==> config.mk <==
export PLATFORM = sky130hd
export DESIGN_NAME = tour_cost_sequencer_flat
export DESIGN_NICKNAME = d
export VERILOG_FILES = /design/src/rtl/tour_cost_sequencer_if.sv /design/src/rtl/tour_cost_sequencer.sv /design/src/flat_wrapper.sv
export SDC_FILE = /design/constraint.sdc
export NUM_CORES = 1
export LEC_CHECK = 0
export ABC_AREA = 1
export CAP_MARGIN = 20
export CORE_MARGIN = 3
export CORE_UTILIZATION = 50
export DETAILED_ROUTE_END_ITERATION = 10
export PLACE_DENSITY = 0.89
export SETUP_SLACK_MARGIN = 0.1
export SLEW_MARGIN = 40
export SYNTH_ARGS = -nofsm -noshare
export SYNTH_HDL_FRONTEND = slang
export SYNTH_SLANG_ARGS = --single-unit
==> constraint.sdc <==
create_clock -name clk -period 3.2 [get_ports clk]
set_clock_uncertainty 0.2 [all_clocks]
set_input_delay 0.64 -clock clk [delete_from_list [all_inputs] [get_ports clk]]
set_output_delay 0.64 -clock clk [all_outputs]
set_load 0.05 [all_outputs]
==> src/rtl/tour_cost_sequencer_if.sv <==
// tour_cost_sequencer_if: start/result, tour/city RAM and distance-unit signals of the tour cost sequencer.
interface tour_cost_sequencer_if #(
    parameter int IDX_W = 6,
    parameter int ACC_W = 40
);
    logic             start;
    logic [IDX_W:0]   num_cities;
    logic             busy;
    logic             done;
    logic [ACC_W-1:0] total;
    logic [IDX_W-1:0] tour_addr;
    logic [IDX_W-1:0] tour_data;
    logic [IDX_W-1:0] city_addr;
    logic [63:0]      city_data;
    logic             dist_valid;
    logic [63:0]      dist_citya;
    logic [63:0]      dist_cityb;
    logic             dist_res_valid;
    logic [31:0]      dist_res;
    modport master (
        output start, num_cities, tour_data, city_data, dist_res_valid, dist_res,
        input  busy, done, total, tour_addr, city_addr, dist_valid, dist_citya, dist_cityb
    );
    modport slave (
        input  start, num_cities, tour_data, city_data, dist_res_valid, dist_res,
        output busy, done, total, tour_addr, city_addr, dist_valid, dist_citya, dist_cityb
    );
endinterface

==> src/rtl/tour_cost_sequencer.sv <==
// tour_cost_sequencer: walks a tour through the tour/city RAMs, streams city pairs to the
// distance unit and accumulates the returned distances into a saturating closed-tour total.
module tour_cost_sequencer #(
    parameter int IDX_W = 6,
    parameter int ACC_W = 40
) (
    input logic                 clk,
    input logic                 rst,
    tour_cost_sequencer_if.slave bus
);
    localparam logic [1:0] IDLE = 2'd0, FETCH = 2'd1, DRAIN = 2'd2, FINISH = 2'd3;
    localparam logic [IDX_W:0] N_MAX = {1'b1, {IDX_W{1'b0}}};
    localparam logic [IDX_W:0] ONE = {{IDX_W{1'b0}}, 1'b1};
    logic [1:0]       state_q, state_d;
    logic [IDX_W:0]   n_q, n_d, k_q, k_d, cnt_q, cnt_d, n_in;
    logic             short_q, short_d;
    logic             v1_q, v1_d, f1_q, f1_d, v2_q, v2_d, f2_q, f2_d;
    logic [63:0]      prev_q, prev_d, ca_q, ca_d, cb_q, cb_d;
    logic             dv_q, dv_d;
    logic [ACC_W-1:0] total_q, total_d;
    logic [ACC_W:0]   sum;
    logic             accept, res_ok;
    always_comb begin
        n_in    = bus.num_cities > N_MAX ? N_MAX : bus.num_cities;
        accept  = state_q == IDLE && bus.start;
        res_ok  = bus.dist_res_valid && (state_q == FETCH || state_q == DRAIN);
        sum     = {1'b0, total_q} + {{(ACC_W-31){1'b0}}, bus.dist_res};
        cnt_d   = accept ? '0 : (res_ok ? cnt_q + ONE : cnt_q);
        total_d = accept ? '0 : (res_ok ? (sum[ACC_W] ? '1 : sum[ACC_W-1:0]) : total_q);
        n_d     = accept ? n_in : n_q;
        k_d     = accept ? '0 : (state_q == FETCH ? k_q + ONE : k_q);
        // a short run spends one extra FINISH cycle so done lands two cycles after start
        short_d = accept && n_in[IDX_W:1] == '0;
        state_d = state_q == IDLE  ? (bus.start ? (n_in[IDX_W:1] == '0 ? FINISH : FETCH) : IDLE)
                : state_q == FETCH ? (k_q == n_q ? DRAIN : FETCH)
                : state_q == DRAIN ? (cnt_d == n_q ? FINISH : DRAIN)
                : (short_q ? FINISH : IDLE);
        // two stages cover the tour-RAM and city-RAM read latencies
        v1_d    = state_q == FETCH;
        f1_d    = k_q == '0;
        v2_d    = v1_q;
        f2_d    = f1_q;
        prev_d  = v2_q ? bus.city_data : prev_q;
        dv_d    = v2_q && !f2_q;
        ca_d    = dv_d ? prev_q : ca_q;
        cb_d    = dv_d ? bus.city_data : cb_q;
    end
    always_ff @(posedge clk) begin
        if (rst) begin
            state_q <= IDLE;
            n_q     <= '0;
            k_q     <= '0;
            cnt_q   <= '0;
            short_q <= 1'b0;
            v1_q    <= 1'b0;
            f1_q    <= 1'b0;
            v2_q    <= 1'b0;
            f2_q    <= 1'b0;
            prev_q  <= '0;
            dv_q    <= 1'b0;
            ca_q    <= '0;
            cb_q    <= '0;
            total_q <= '0;
        end else begin
            state_q <= state_d;
            n_q     <= n_d;
            k_q     <= k_d;
            cnt_q   <= cnt_d;
            short_q <= short_d;
            v1_q    <= v1_d;
            f1_q    <= f1_d;
            v2_q    <= v2_d;
            f2_q    <= f2_d;
            prev_q  <= prev_d;
            dv_q    <= dv_d;
            ca_q    <= ca_d;
            cb_q    <= cb_d;
            total_q <= total_d;
        end
    end
    assign bus.tour_addr  = (state_q == FETCH && k_q != n_q) ? k_q[IDX_W-1:0] : '0;
    assign bus.city_addr  = bus.tour_data;
    assign bus.busy       = state_q != IDLE;
    assign bus.done       = state_q == FINISH && !short_q;
    assign bus.total      = total_q;
    assign bus.dist_valid = dv_q;
    assign bus.dist_citya = ca_q;
    assign bus.dist_cityb = cb_q;
endmodule

==> src/flat_wrapper.sv <==
// flat-port wrapper written by rule: the top's interface ports become plain ports
module tour_cost_sequencer_flat 
#(
    parameter int IDX_W = 6,
    parameter int ACC_W = 40
)
  (clk, rst, bus_start, bus_num_cities, bus_tour_data, bus_city_data, bus_dist_res_valid, bus_dist_res, bus_busy, bus_done, bus_total, bus_tour_addr, bus_city_addr, bus_dist_valid, bus_dist_citya, bus_dist_cityb);
  tour_cost_sequencer_if #(.IDX_W(IDX_W), .ACC_W(ACC_W)) bus_i ();
  input logic clk;
  input logic rst;
  input wire logic [$bits(bus_i.start)-1:0] bus_start;
  input wire logic [$bits(bus_i.num_cities)-1:0] bus_num_cities;
  input wire logic [$bits(bus_i.tour_data)-1:0] bus_tour_data;
  input wire logic [$bits(bus_i.city_data)-1:0] bus_city_data;
  input wire logic [$bits(bus_i.dist_res_valid)-1:0] bus_dist_res_valid;
  input wire logic [$bits(bus_i.dist_res)-1:0] bus_dist_res;
  output wire logic [$bits(bus_i.busy)-1:0] bus_busy;
  output wire logic [$bits(bus_i.done)-1:0] bus_done;
  output wire logic [$bits(bus_i.total)-1:0] bus_total;
  output wire logic [$bits(bus_i.tour_addr)-1:0] bus_tour_addr;
  output wire logic [$bits(bus_i.city_addr)-1:0] bus_city_addr;
  output wire logic [$bits(bus_i.dist_valid)-1:0] bus_dist_valid;
  output wire logic [$bits(bus_i.dist_citya)-1:0] bus_dist_citya;
  output wire logic [$bits(bus_i.dist_cityb)-1:0] bus_dist_cityb;
  assign bus_i.start = bus_start;
  assign bus_i.num_cities = bus_num_cities;
  assign bus_i.tour_data = bus_tour_data;
  assign bus_i.city_data = bus_city_data;
  assign bus_i.dist_res_valid = bus_dist_res_valid;
  assign bus_i.dist_res = bus_dist_res;
  assign bus_busy = bus_i.busy;
  assign bus_done = bus_i.done;
  assign bus_total = bus_i.total;
  assign bus_tour_addr = bus_i.tour_addr;
  assign bus_city_addr = bus_i.city_addr;
  assign bus_dist_valid = bus_i.dist_valid;
  assign bus_dist_citya = bus_i.dist_citya;
  assign bus_dist_cityb = bus_i.dist_cityb;
  tour_cost_sequencer #(.IDX_W(IDX_W), .ACC_W(ACC_W)) u_core (.clk(clk), .rst(rst), .bus(bus_i));
endmodule
==> results.json <==
{
  "clock_latency_ps": 540,
  "cts_buffers": 27,
  "hp-start": "u_core.v1_q",
  "antenna_found_initial": 1,
  "finalSetupViolCount": 0,
  "gp_congestion": 0.9519,
  "syn_nets": 1829,
  "hold_class": "reg2reg",
  "post-cts-setup-buffers": 0,
  "start_util": 0.5146,
  "max-slew-margin-rel": 0.5465,
  "hpwl_um": 26370,
  "final_util": 0.6915,
  "total_power_mw": 7.809,
  "tightest_slew_ps": 680.2,
  "vias_per_cell": 5.425,
  "synth_top_family_by_area": "simple AND/OR/NAND/NOR gates",
  "syn_area_per_cell_um2": 7.036,
  "num_vias": 12310,
  "synth_top_area_share": 0.4431,
  "cp.required_ps": 2360,
  "multi_input_area_um2": 5766,
  "async_flop_share": 0,
  "yosysWarningCount": 0,
  "netlist_top_cells_area": "dfxtp_1 (44%), nor2_1 (11%), nand2_1 (9.7%)",
  "crit_type": "reg2out",
  "synth_compound_area_frac": 0.1468,
  "grt_pass1_wl_um": 59240,
  "path_clk_slew_ps": 60,
  "reg2reg_slack_ps": 560,
  "syn_inst": 1676,
  "synth-adder-area-share": 0.04308,
  "setup_slack_ps": 201.6,
  "drc": 0,
  "sw_frac_of_total": 0.2717,
  "drv_cap": 0,
  "r2r_end": "u_core.bus.total[10]",
  "p_seq_frac": 0.439,
  "rsz0062_at_grt": "true",
  "syn_to_final_growth_pct": 34.37,
  "io_pins": 296,
  "status": "finished, final reports clean",
  "hold_buffers": 0,
  "pwr-share-comb": 0.149,
  "final.min_clock_period_ps": 2998,
  "ys.flop_type": "dfxtp_1",
  "synth_seq_cells": 261,
  "io_buffers": 283,
  "num_rows": 55,
  "hold_viol": 0,
  "arrival_ps": 2160,
  "antenna_left": 0,
  "yosys.cell_count.top_type": "nor2_1",
  "first_global_vias": 11890,
  "cts-htree-levels": 1,
  "yosys-top-cells-count": "nor2_1 (357), nand2_1 (305), dfxtp_1 (261)",
  "postLayoutCellArea_um2": 15850,
  "dpl_cell_area_um2": 14930,
  "syn_area_um2": 11790,
  "ir_worst_vdd_uv": 394.2,
  "num-nets-final": 2089,
  "leakage_nw": 7.012,
  "reg2regPathDepth": 14,
  "synthMuxAreaShare": 0,
  "holdWs_ps": 205.8,
  "cts.sinks": 261,
  "holdPathEnd": "u_core.v2_q",
  "synth_cell_types": 37,
  "track_usage": 0.2736,
  "max_freq_mhz": 333.5,
  "cts_tree": "done",
  "period_share": 0.9370,
  "fill_cells": 1882,
  "die_h_um": 159.6,
  "whs_path_depth": 2,
  "post-place-ws_ps": -105.3,
  "seqCellArea_um2": 5225,
  "synth-seq-area-share": 0.4431,
  "synthSimpleGateAreaFrac": 0.2760,
  "cts_max_path_buffers": 3,
  "clock_power_share": 0.412,
  "slew_violations": 0,
  "drt-wirelength-per-cell_um": 16.18,
  "synthXorXnorAreaFrac": 0.02154,
  "p_sw_mw": 2.122,
  "grt_max_degree": 98,
  "synth_edf_count": 0,
  "cts_root_buf": "clkbuf_16",
  "drive_gt1_frac": 0.05166,
  "drt_iter0_markers": 1030,
  "wirelength_um": 36710,
  "cp_max_fo": 8,
  "dieArea_um2": 25460,
  "firstDrtPassIters": 6,
  "r2r_start": "u_core.bus.total[0]",
  "start_kind": "register",
  "post-synth-top-area-cell": "dfxtp_1",
  "end_kind": "primary output",
  "overflow": 0,
  "core_area_um2": 22920,
  "p_int_mw": 5.687,
  "die_x_um": 159.6,
  "power_density_nw_per_um2": 492.8
}
cell families after synthesis:
family,after synthesis
xor gates and xnor gates,29
buffers and inverters,206
and+or+nand+nor,805
AOI/OAI and AO/OA,335
DFF,261
adders and majority gates,40
worst max-delay path: stages (launching register included):
cell and delay [ps]:
dfxtp_1 360, xor2_1 180, nor4_1 280, nand4_1 140
nand2_2 190, nor2_1 60, dlygate4sd2_1 420
stage by stage:
step / setup TNS (ps) / std cells
floorplan: 0 / 1676
global route: 0 / 2269
detailed placement: -1560 / 2220
CTS: 0 / 2268
global placement: 0 / 2220
finish: 0 / 2269
sequential cells by signal, summed over array words and instances (netlist names):
name,cells
u_core.bus.dist_citya,64
u_core.bus.dist_cityb,64
u_core.prev_q,64
u_core.bus.total,40
u_core.cnt_q,7
u_core.k_q,7
u_core.n_q,7
u_core.state_q,2
u_core.bus.dist_valid,1
u_core.f1_q,1
u_core.f2_q,1
u_core.short_q,1
u_core.v1_q,1
u_core.v2_q,1
timing repair:
action / in CTS / in global routing
resized for setup: 5 / 9
hold endpoints to repair: 0 / 0
setup endpoints to repair: 5 / 5
power groups by stage:
stage                     sequential [mW]  clock [mW]  combinational [mW]
after CTS                            3.43        3.25                1.16
final                                3.43        3.22                1.17
after global placement               3.49           0                1.13
after global routing                 3.44        3.38                1.25
after floorplan                      3.71           0               0.485
after detailed placement             3.50           0                1.15
cell usage in the layout, fill, tap and decap left out, drive strengths merged:
master and n:
nor3 8, a31o 1, buf 32, o21ai 207, dlygate4sd2 1, nor4 7, nand3 102, a21o 2
inv 122, clkdlybuf4s50 277, nand3b 1, clkbuf 42, xnor2 14, ha 39, clkinv 7, nor3b 1
a211oi 1, dfxtp 261, nand2 308, nand4 18, xor2 15, o32ai 1, diode 1, clkinvlp 2
o21a 1, a21oi 110, a31oi 4, nor2 358, or2 2, bufinv 2, o21bai 6, fa 1
o22ai 2
per-layer routing:
layer  track usage  routed length (um)  vias up
li1              -                   -     5954
met4        0.1114                1606        0
met5             0                   0        -
met1        0.3405               14900     5714
met3       0.04318                2625      107
met2        0.4734               17570      535
how the worst max path moves through the flow:
stage | startpoint | slack, ps | end | depth (start not counted)
final | u_core.n_q[2] | 200 | bus_tour_addr[1] | 6
after global routing | u_core.k_q[1] | 20 | bus_tour_addr[1] | 6
after CTS | u_core.state_q[1] | 100 | bus_tour_addr[4] | 5
after detailed placement | bus_dist_res[0] | -110 | u_core.bus.total[9] | 15
after global placement | bus_dist_res[0] | 3 | u_core.bus.total[28] | 15
after floorplan | bus_dist_res[0] | 560 | u_core.bus.total[19] | 15
cell type report:
type | instances | share of cell area
inverters | 123 | 0.02937
well taps | 313 | 0.02472
diodes | 1 | 0.0001579
clock inverters | 10 | 0.007817
flip-flops and latches | 261 | 0.3298
clock buffers | 38 | 0.05030
multi-input cells | 1209 | 0.3639
repair buffers | 314 | 0.1940
Power figures use the tool's default switching activity.
